==> src/rtl/su_mac_acc.sv <==
// rtl/su_mac_acc.sv - signed multiply-accumulate collector with valid/ready result handoff (optional SU_MAC_SAT_EN)
module su_mac_acc #(
  parameter int ACC_W = 16,
  parameter int CNT_W = 8
) (
  input  logic             clk,
  input  logic             rst_n,
  input  logic             in_valid,
  output logic             in_ready,
  input  logic [7:0]       prod,
  input  logic             in_last,
  output logic             out_valid,
  input  logic             out_ready,
  output logic [ACC_W-1:0] acc_out,
  output logic [CNT_W-1:0] beats,
  output logic             ovf
);

  typedef enum logic [1:0] {IDLE, ACCUM, HOLD} state_t;

  localparam logic [CNT_W-1:0] CNT_MAX = '1;

  state_t           state_q, state_d;
  logic [ACC_W-1:0] acc_q, acc_d;
  logic [CNT_W-1:0] cnt_q, cnt_d;
  logic             ovf_q, ovf_d;
  logic             in_ready_q;
  logic             out_valid_q;
  logic [ACC_W-1:0] res_acc_q;
  logic [CNT_W-1:0] res_cnt_q;
  logic             res_ovf_q;

  logic             accept;
  logic [ACC_W-1:0] prod_ext;
  logic [ACC_W:0]   sum_w;
  logic             add_ovf;
  logic [ACC_W-1:0] add_res;
  logic             cnt_full;
  logic             load_result;

  assign accept   = in_valid & in_ready_q;
  assign prod_ext = {{(ACC_W-8){prod[7]}}, prod};
  // One extra bit keeps the true sign of the sum so overflow is a simple sign disagreement.
  assign sum_w    = {acc_q[ACC_W-1], acc_q} + {prod_ext[ACC_W-1], prod_ext};
  assign add_ovf  = sum_w[ACC_W] ^ sum_w[ACC_W-1];
  assign cnt_full = (cnt_q == CNT_MAX);

`ifdef SU_MAC_SAT_EN
  localparam logic [ACC_W-1:0] ACC_MAX = {1'b0, {(ACC_W-1){1'b1}}};
  localparam logic [ACC_W-1:0] ACC_MIN = {1'b1, {(ACC_W-1){1'b0}}};
  // Clamp toward the side the true (wide) sum fell on.
  always_comb begin
    add_res = sum_w[ACC_W-1:0];
    if (add_ovf) add_res = sum_w[ACC_W] ? ACC_MIN : ACC_MAX;
  end
`else
  assign add_res = sum_w[ACC_W-1:0];
`endif

  // Next-state and datapath update for IDLE/ACCUM/HOLD.
  always_comb begin
    state_d = state_q;
    acc_d   = acc_q;
    cnt_d   = cnt_q;
    ovf_d   = ovf_q;
    case (state_q)
      IDLE: begin
        if (accept) begin
          acc_d   = prod_ext;
          cnt_d   = CNT_W'(1);
          ovf_d   = 1'b0;
          state_d = in_last ? HOLD : ACCUM;
        end
      end
      ACCUM: begin
        if (accept) begin
          acc_d = add_res;
          cnt_d = cnt_full ? cnt_q : cnt_q + CNT_W'(1);
          ovf_d = ovf_q | add_ovf | cnt_full;
          if (in_last) state_d = HOLD;
        end
      end
      HOLD: begin
        if (out_ready) state_d = IDLE;
      end
      default: state_d = IDLE;
    endcase
  end

  // Result registers capture only on entry to HOLD so they hold the last result otherwise.
  assign load_result = (state_d == HOLD) && (state_q != HOLD);

  // State, accumulator and registered handshake/result outputs.
  always_ff @(posedge clk or negedge rst_n) begin
    if (!rst_n) begin
      state_q     <= IDLE;
      acc_q       <= '0;
      cnt_q       <= '0;
      ovf_q       <= 1'b0;
      in_ready_q  <= 1'b0;
      out_valid_q <= 1'b0;
      res_acc_q   <= '0;
      res_cnt_q   <= '0;
      res_ovf_q   <= 1'b0;
    end else begin
      state_q     <= state_d;
      acc_q       <= acc_d;
      cnt_q       <= cnt_d;
      ovf_q       <= ovf_d;
      in_ready_q  <= (state_d != HOLD);
      out_valid_q <= (state_d == HOLD);
      if (load_result) begin
        res_acc_q <= acc_d;
        res_cnt_q <= cnt_d;
        res_ovf_q <= ovf_d;
      end
    end
  end

  assign in_ready  = in_ready_q;
  assign out_valid = out_valid_q;
  assign acc_out   = res_acc_q;
  assign beats     = res_cnt_q;
  assign ovf       = res_ovf_q;

endmodule

==> config.mk <==
export PLATFORM = sky130hd
export DESIGN_NAME = su_mac_acc
export DESIGN_NICKNAME = d
export VERILOG_FILES = /design/src/rtl/su_mac_acc.sv
export SDC_FILE = /design/constraint.sdc
export NUM_CORES = 1
export LEC_CHECK = 0
export BUFFER_PORTS_ARGS = -buffer_cell sky130_fd_sc_hd__buf_2
export CAP_MARGIN = 10
export CORE_MARGIN = 8
export CORE_UTILIZATION = 55
export DETAILED_ROUTE_END_ITERATION = 7
export GPL_ROUTABILITY_DRIVEN = 0
export PLACE_DENSITY = 0.86
export SYNTH_ARGS = -nofsm -noshare
export SYNTH_HDL_FRONTEND = slang
export SYNTH_SLANG_ARGS = --single-unit
==> constraint.sdc <==
create_clock -name clk -period 5.78 [get_ports clk]
set_input_delay 0.578 -clock clk [delete_from_list [all_inputs] [get_ports clk]]
set_output_delay 0.578 -clock clk [all_outputs]
set_load 0.05 [all_outputs]
==> impl_metrics.ini, run 1 <==
[pwr]
powerDensity_nw_per_um2 = 544
ir_drop_uv = 258
p_leak_nw = 1.62

[grt]
grt.overflow.total = 0
grt.total_usage_pct = 17.0
grt_pass1_wl_um = 11900
antenna_found_initial = 0
first_global_vias = 2528
grt_max_degree = 55

[logic_synthesis]
synth_top_family_by_area = compound AO/OA/AOI/OAI gates
synth_edf_count = 0
synth_area_leaders = dfrtp_1 43%, ha_1 6.8%, nand2_1 5.6%
synth_cell_types = 56
yosysTopAreaCell = dfrtp_1
netlist_instances = 319
synth_xor_area_share_pct = 3.63
syn_nets = 350
synthAdderAreaFrac_pct = 7.42
async_flop_share_pct = 100
synth_compound_area_share_pct = 20.1
synth_ff_type = dfrtp_1
seq_area_frac_synth_pct = 43.1
ys_seq_elements = 54
yosys_warnings = 0
syn_area_per_cell_um2 = 9.83
yosys.area_share.simple_pct = 16.0
muxShareOfSynthArea_pct = 6.78
netlist_area_um2 = 3140
synth_top_cell_area_share_pct = 43.1

[placed_design]
portBuffers = 39
dpl-instance-area_um2 = 3350
hpwl_um = 5060
dp_cells = 418

[worst_setup_path]
crit_buf_inv = 1
worstPathCellList = ha_1, inv_1, fa_1, nand2b_1, a21oi_2, a31oi_2, o31ai_2, xor2_1, a221oi_2, o31ai_2
startpoint = acc_q[0]$_DFF_PN0_
cpLargestDelayFamily = compound AO/OA/AOI/OAI gates
critPathKind = reg -> reg
worstPathMaxFanout = 4
start_kind = register
slowest_stage = fa_1
worst_path_most_repeated_cell = o31ai_2
critical_path_required_ns = 5.98
cp_slowest_stage_delay_ns = 0.41
arrival_ns = 2.67
r2r-start = acc_q[0]$_DFF_PN0_
endpoint_kind = register

[detailed_routing]
ant_nets = 0
wl_met2_um = 3200
drt_iter0_drc = 157
wl_met3_um = 440
avgRoutedWirePerCell_um = 16.2
vias_per_cell = 5.92
drc = 0
wirelength_um = 6890
wl_met1_um = 3070
vias = 2520
top_layer = met4
dr.pass1.iters = 5

[clock_network]
cts_tree = built
clk_latency_ns = 0.31
post_cts_buffers = 0
cts_buffer_depth = 2
cts_max_level = 2
cts.root.buffer_cell = clkbuf_8
cts_buffers = 5
clkSlewWorstSetupHoldPaths_ns = 0.10
cts.sinks = 54
cts-resized-gates = 0
cts_hold_buffers = 0

[layout]
most-common-layout-cells = 54 x dfrtp_1, 47 x nand2_1, 39 x buf_2
syn2layout_area_growth_pct = 9.53
drive_gt1_share_pct = 20.9
final_cells = 426
final_common_cell = dfrtp_1
diodes = 0
nets = 384
final_area_um2 = 3440

[sta]
finalHoldViolCount = 0
rsz0062_at_grt = false
fin_crit_ns = 2.46
tns_ns = 0
fmax_mhz = 406
drv_slew = 0
timing.final.crit_share_pct = 42.6
maxSlewHeadroom_pct = 42.9
worst_slew_pin_slew_ns = 0.856
final-setup-viol-count = 0
skew_ns = 0.00965

[die]
die_y_um = 91.5
rows = 27
io_pins = 40
core_um2 = 5510
die_w_um = 91.5
start_util_pct = 57.0
dieArea_um2 = 8380

[run]
max_cap_viol_count = 0

[run_status]
status = finished clean

[hold_path]
hp-class = in -> async
-- worst paths after layout --
check / to / slack, ns / depth (start not counted)
hold / removal: acc_q[0]$_DFF_PN0_ / 0.35 / 2
setup reg to reg: ovf$_DFFE_PN0P_ / 3.32 / 10
min in group clk: state_q[0]$_DFF_PN0_ / 0.47 / 2
hold reg to reg: beats[3]$_DFFE_PN0P_ / 0.48 / 2
setup / recovery: ovf$_DFFE_PN0P_ / 3.32 / 10
max in group asynchronous: acc_q[4]$_DFF_PN0_ / 4.96 / 2
-- worst register-to-register path: cells and delay by family (launching register included) --
kind                     cells  cell delay, ns
flip-flops                   1            0.37
XOR/XNOR                     1            0.20
adder cells (fa/ha/maj)      2            0.58
AO/OA/AOI/OAI                5            0.95
buffers and inverters        1            0.06
AND/OR/NAND/NOR              1            0.21
-- synth_stat cells, types with 6 or more instances --
cell type	number
dfrtp_1	54
nand2_1	47
a21oi_1	28
o21ai_0	27
nor2_1	18
ha_1	17
mux2_2	10
mux2i_1	10
xnor2_1	8
clkbuf_1	6
-- routing by layer --
metal	track usage, %	vias to the layer above
met5	0	-
met4	7.78	0
met3	4.03	18
met2	26.6	102
met1	21.6	1184
li1	-	1216
-- power breakdown --
part	internal, W	total (W)	switching [W]
clock	0.0000858	0.000206	0.000121
sequential	0.000511	0.000613	0.000101
combinational	0.000363	0.00105	0.000688
-- final cells by class --
type | instances | area (um2)
Clock buffer | 6 | 72.6
Clock inverter | 2 | 13.8
Fill cell | 441 | 2070
Inverter | 4 | 15.0
Multi-Input combinational cell | 248 | 1690
Sequential cell | 54 | 1350
Tap cell | 72 | 90.1
Timing Repair Buffer | 40 | 203
-- cell families (layout without fill, tap and decap cells) --
| logic type | Yosys count | count (layout) |
|---|---|---|
| AOI/OAI and AO/OA | 95 | 95 |
| xor gates and xnor gates | 13 | 13 |
| adders and majority gates | 18 | 18 |
| buffers and inverters | 17 | 52 |
| DFF | 54 | 54 |
| muxes | 20 | 20 |
| and+or+nand+nor | 102 | 102 |
-- state kept, by name (all words and copies together) (netlist names) --
name       cells
beats          8
ovf_q          1
out_valid      1
ovf            1
state_q        2
acc_q         16
in_ready       1
acc_out       16
cnt_q          8
-- through the flow --
step                      utilization [%]  total power (W)  setup slack, ns  hold WS [ns]
after floorplan                         -          0.00143             3.36         0.282
after global placement               60.8          0.00161             3.16         0.452
after detailed placement             60.8          0.00166             3.06         0.457
after CTS                            62.4          0.00187             3.32         0.394
after global routing                 62.4          0.00200             3.14         0.411
final                                62.4          0.00187             3.32         0.351
(Power assumes the default switching activity.)
==> run 2, diff against run 1 <==
Clock period 5.78 ns to 2.5 ns, I/O delays scaled along.
==> run 2 against run 1 <==
Sequential cell count unchanged. Final cell count rose by 1.6%. Global-route usage up 1.1 points. Total power increased by 130%. Largest cell class unchanged.
==> impl_metrics.ini, run 2 (synthesis gave the netlist of run 1 again) <==
[detailed_routing]
ant_nets = 0
vias_per_cell = 6.00
dr.pass1.iters = 5
wirelength_um = 7340
wl_met2_um = 3620
vias = 2599
drc = 0
top_layer = met4
wl_met3_um = 523
avgRoutedWirePerCell_um = 16.9
drt_iter0_drc = 163
wl_met1_um = 3060

[sta]
drv_slew = 0
worst_slew_pin_slew_ns = 0.639
skew_ns = 0.0109
maxSlewHeadroom_pct = 57.4
fin_crit_ns = 2.43
finalHoldViolCount = 0
fmax_mhz = 411
timing.final.crit_share_pct = 97.4
setup_slack_ns = 0.0654
final-setup-viol-count = 0

[run_status]
status = finished clean

[worst_setup_path]
critPathKind = reg -> reg
cpLargestDelayFamily = compound AO/OA/AOI/OAI gates
arrival_ns = 2.62
cp_slowest_stage_delay_ns = 0.42
slowest_stage = fa_1
start_kind = register
worstPathCellList = ha_1, inv_1, fa_1, nand2b_1, a21oi_2, a31oi_4, o21bai_2, a21boi_2, xnor2_1, a221o_1
worstPathMaxFanout = 4
r2r-start = acc_q[0]$_DFF_PN0_
startpoint = acc_q[0]$_DFF_PN0_
critical_path_required_ns = 2.69
crit_buf_inv = 1
endpoint_kind = register

[layout]
most-common-layout-cells = 54 x dfrtp_1, 47 x nand2_1, 39 x buf_2
syn2layout_area_growth_pct = 12.0
final_common_cell = dfrtp_1
nets = 392
nFillCells = 439
diodes = 0
drive_gt1_share_pct = 22.2
final_cells = 433

[die]
die_y_um = 91.5
die_w_um = 91.5
core_um2 = 5510
rows = 27
dieArea_um2 = 8380
start_util_pct = 57.0
io_pins = 40

[hold_path]
hold_start = out_ready
hp-class = in -> reg

[pwr]
p_total_w = 0.00438
p_leak_nw = 1.65
powerDensity_nw_per_um2 = 1250
ir_drop_uv = 552

[placed_design]
portBuffers = 39
place_ws_ns = 0.112
dp_cells = 425
hpwl_um = 5590

[grt]
first_global_vias = 2666
grt_pass1_wl_um = 12600
antenna_found_initial = 0
grt_max_degree = 29
grt.total_usage_pct = 18.1
grt.overflow.total = 0

[clock_network]
post_cts_buffers = 0
clkSlewWorstSetupHoldPaths_ns = 0.09
clk_latency_ns = 0.31
cts_tree = built
cts_buffer_depth = 2
cts_buffers = 5
cts.sinks = 54
cts.root.buffer_cell = clkbuf_8
cts_max_level = 2

[run]
max_cap_viol_count = 0
## run 2: power by group
part           internal [W]  switching, W  leakage, nW
clock              0.000193      0.000271       0.0373
combinational      0.000867       0.00166        0.938
sequential          0.00118      0.000214        0.678
total               0.00224       0.00214         1.65
## run 2: final timing paths
| kind | end | depth (start not counted) | slack (ns) |
|---|---|---|---|
| max in group asynchronous | acc_out[6]$_DFFE_PN0P_ | 3 | 1.43 |
| worst min register to register | beats[4]$_DFFE_PN0P_ | 2 | 0.47 |
| worst max register to register | acc_out[14]$_DFFE_PN0P_ | 10 | 0.07 |
| worst min-delay path | out_valid$_DFF_PN0_ | 2 | 0.14 |
| min in group asynchronous | acc_out[0]$_DFFE_PN0P_ | 2 | 0.49 |
| worst max-delay path | acc_out[14]$_DFFE_PN0P_ | 10 | 0.07 |
## run 2: stage by stage
stage,hold WS [ns],TNS (ns),cell area [um2],util [%]
floorplan,-0.0456,0,3140,-
global placement,0.301,0,3410,62.0
detailed placement,0.313,0,3410,62.0
CTS,0.141,0,3500,63.6
global route,0.139,-0.00751,3510,63.8
finish,0.143,0,3510,63.8
## run 2: layout make-up
class                           count  area [um2]  area share (%)
Tap cell                           72        90.1            2.56
Timing Repair Buffer               48         278            7.91
Clock inverter                      1        7.51           0.214
Clock buffer                        6        72.6            2.07
Inverter                            4        15.0           0.427
Multi-Input combinational cell    248        1700            48.4
Sequential cell                    54        1350            38.5
## run 2: layer usage
metal  vias up  global-route usage [%]
li1       1230                       -
met1      1259                    21.4
met2        94                    30.1
met3        16                    5.27
met4         0                    7.09
met5         -                       0
## run 2: what timing repair did
item / 4_1_cts / 5_1_grt
resized for setup: 0 / 1
setup endpoints to repair: 0 / 4
hold buffers: 1 / 0
endpoints found under the hold margin: 26 / 0
==> run 3, diff against run 2 <==
Settings changed: CORE_ASPECT_RATIO set to 0.7, CTS_BUF_LIST set to sky130_fd_sc_hd__clkbuf_4 sky130_fd_sc_hd__clkbuf_8.
==> run 3 against run 2 <==
Die area increased by 0.46%. Register-to-register slack better by 0.11 ns. Core utilization decreased by 0.62 points. Sequential power about the same. Clock skew is 0.0022 ns lower. Highest routed layer unchanged.
==> impl_metrics.ini, run 3 (synthesis gave the netlist of run 1 again) <==
[run_status]
status = finished clean

[detailed_routing]
drt_iter0_drc = 214
wirelength_um = 6720
vias = 2481
vias_per_cell = 5.69
avgRoutedWirePerCell_um = 15.4
drc = 0
dr.pass1.iters = 5
ant_nets = 0

[clock_network]
cts_max_level = 2
cts_tree = built
cts.root.buffer_cell = clkbuf_8
clk_latency_ns = 0.31
clkSlewWorstSetupHoldPaths_ns = 0.09
cts_buffer_depth = 2
cts.sinks = 54
cts_buffers = 5

[worst_setup_path]
endpoint_kind = register
slowest_stage = fa_1
arrival_ns = 2.53
worstPathMaxFanout = 4
start_kind = register
critPathKind = reg -> reg
cp_slowest_stage_delay_ns = 0.40
critical_path_required_ns = 2.70
worstPathCellList = ha_1, inv_1, fa_1, nand2b_4, a21oi_2, a31oi_4, o21ai_1, xnor2_1, a31oi_1, mux2_2

[run]
max_cap_viol_count = 0

[die]
die_w_um = 106
rows = 23
io_pins = 40
die_y_um = 79.2
start_util_pct = 55.9
core_um2 = 5610
dieArea_um2 = 8410

[placed_design]
place_ws_ns = 0.0852
portBuffers = 39
dpl-instance-area_um2 = 3390
hpwl_um = 5130

[sta]
fin_crit_ns = 2.33
tns_ns = 0
final-setup-viol-count = 0
finalHoldViolCount = 0
skew_ns = 0.00867
rsz0062_at_grt = false
fmax_mhz = 430
timing.final.crit_share_pct = 93.0
hold_slack_ns = 0.145
maxSlewHeadroom_pct = 62.4
drv_slew = 0
worst_slew_pin_slew_ns = 0.563
setup_slack_ns = 0.174

[grt]
grt.total_usage_pct = 16.6
grt_pass1_wl_um = 11500
grt_max_degree = 35
antenna_found_initial = 0
first_global_vias = 2368
grt.overflow.total = 0

[layout]
diodes = 0
syn2layout_area_growth_pct = 13.0
multi_input_area_um2 = 1710
most-common-layout-cells = 54 x dfrtp_1, 47 x nand2_1, 39 x buf_2
nFillCells = 472
drive_gt1_share_pct = 22.7
utilization_pct = 63.2
final_common_cell = dfrtp_1
final_area_um2 = 3550
seq_area_um2 = 1350
nets = 391

[hold_path]
hp-class = in -> reg

[pwr]
p_leak_nw = 1.67
ir_drop_uv = 628
switching_share_pct = 46.9
p_sw_w = 0.00210
combinationalPowerShare_pct = 55.9
clkPwrFrac_pct = 13.1
powerDensity_nw_per_um2 = 1260
pwr-share-seq_pct = 31.0
internal-power_w = 0.00237
[run 3: cell types whose count changed in the layout (fill, tap and decap cells not counted), sizes merged]
cell    previous run  this run
buf               47        46
bufinv             0         1
[run 3: critical path: cells and delay by family (launching register included)]
kind,cells,cell delay [ns]
AOI/OAI and AO/OA,4,0.69
xor gates and xnor gates,1,0.13
adders and majority gates,2,0.56
buffers and inverters,1,0.05
DFF,1,0.36
muxes,1,0.27
and+or+nand+nor,1,0.17
[run 3: routing by layer]
layer / GRT usage, % / part of all wire [%] / up-vias
met1: 24.9 / 50 / 1156
met3: 4.37 / 8.9 / 7
met4: 5.03 / 0.94 / 0
met5: 0 / 0 / -
met2: 22.6 / 40 / 83
li1: - / - / 1235
[run 3: power groups by stage]
| stage | clock network, W | registers [W] | logic (W) |
|---|---|---|---|
| finish | 0.000585 | 0.00139 | 0.00249 |
| global route | 0.000645 | 0.00142 | 0.00273 |
| CTS | 0.000598 | 0.00139 | 0.00243 |
| global placement | 0 | 0.00139 | 0.00236 |
| detailed placement | 0 | 0.00140 | 0.00243 |
| floorplan | 0 | 0.00190 | 0.00141 |
[run 3: metrics by stage]
step           total power, W  instances
5_1_grt               0.00480        436
2_1_floorplan         0.00331        319
3_5_place_dp          0.00382        426
3_3_place_gp          0.00375        426
6_report              0.00447        436
4_1_cts               0.00442        435
[run 3: path summary, 6_finish.rpt]
| path | from | to | slack (ns) | cells past startpoint |
|---|---|---|---|---|
| setup / recovery | acc_q[0]$_DFF_PN0_ | acc_out[10]$_DFFE_PN0P_ | 0.17 | 10 |
| hold / removal | out_ready | out_valid$_DFF_PN0_ | 0.14 | 2 |
| setup reg to reg | acc_q[0]$_DFF_PN0_ | acc_out[10]$_DFFE_PN0P_ | 0.17 | 10 |
| hold reg to reg | beats[3]$_DFFE_PN0P_ | beats[3]$_DFFE_PN0P_ | 0.47 | 2 |
| max in group asynchronous | rst_n | acc_q[7]$_DFF_PN0_ | 1.31 | 3 |
| min in group asynchronous | rst_n | beats[3]$_DFFE_PN0P_ | 0.40 | 2 |
[run 3: final cells by class]
type                            count  area share (%)
Timing Repair Buffer               47            7.27
Clock buffer                        6            2.15
Sequential cell                    54            38.1
Clock inverter                      2            1.06
Tap cell                           75            2.65
Inverter                            4           0.423
Multi-Input combinational cell    248            48.3
[run 3: timing repair]
| action | CTS | global route |
|---|---|---|
| gates resized for setup | 0 | 3 |
| setup buffers | 0 | 1 |
| endpoints found under the hold margin | 20 | 0 |
| hold buffers | 1 | 0 |
| endpoints found under the setup margin | 0 | 7 |
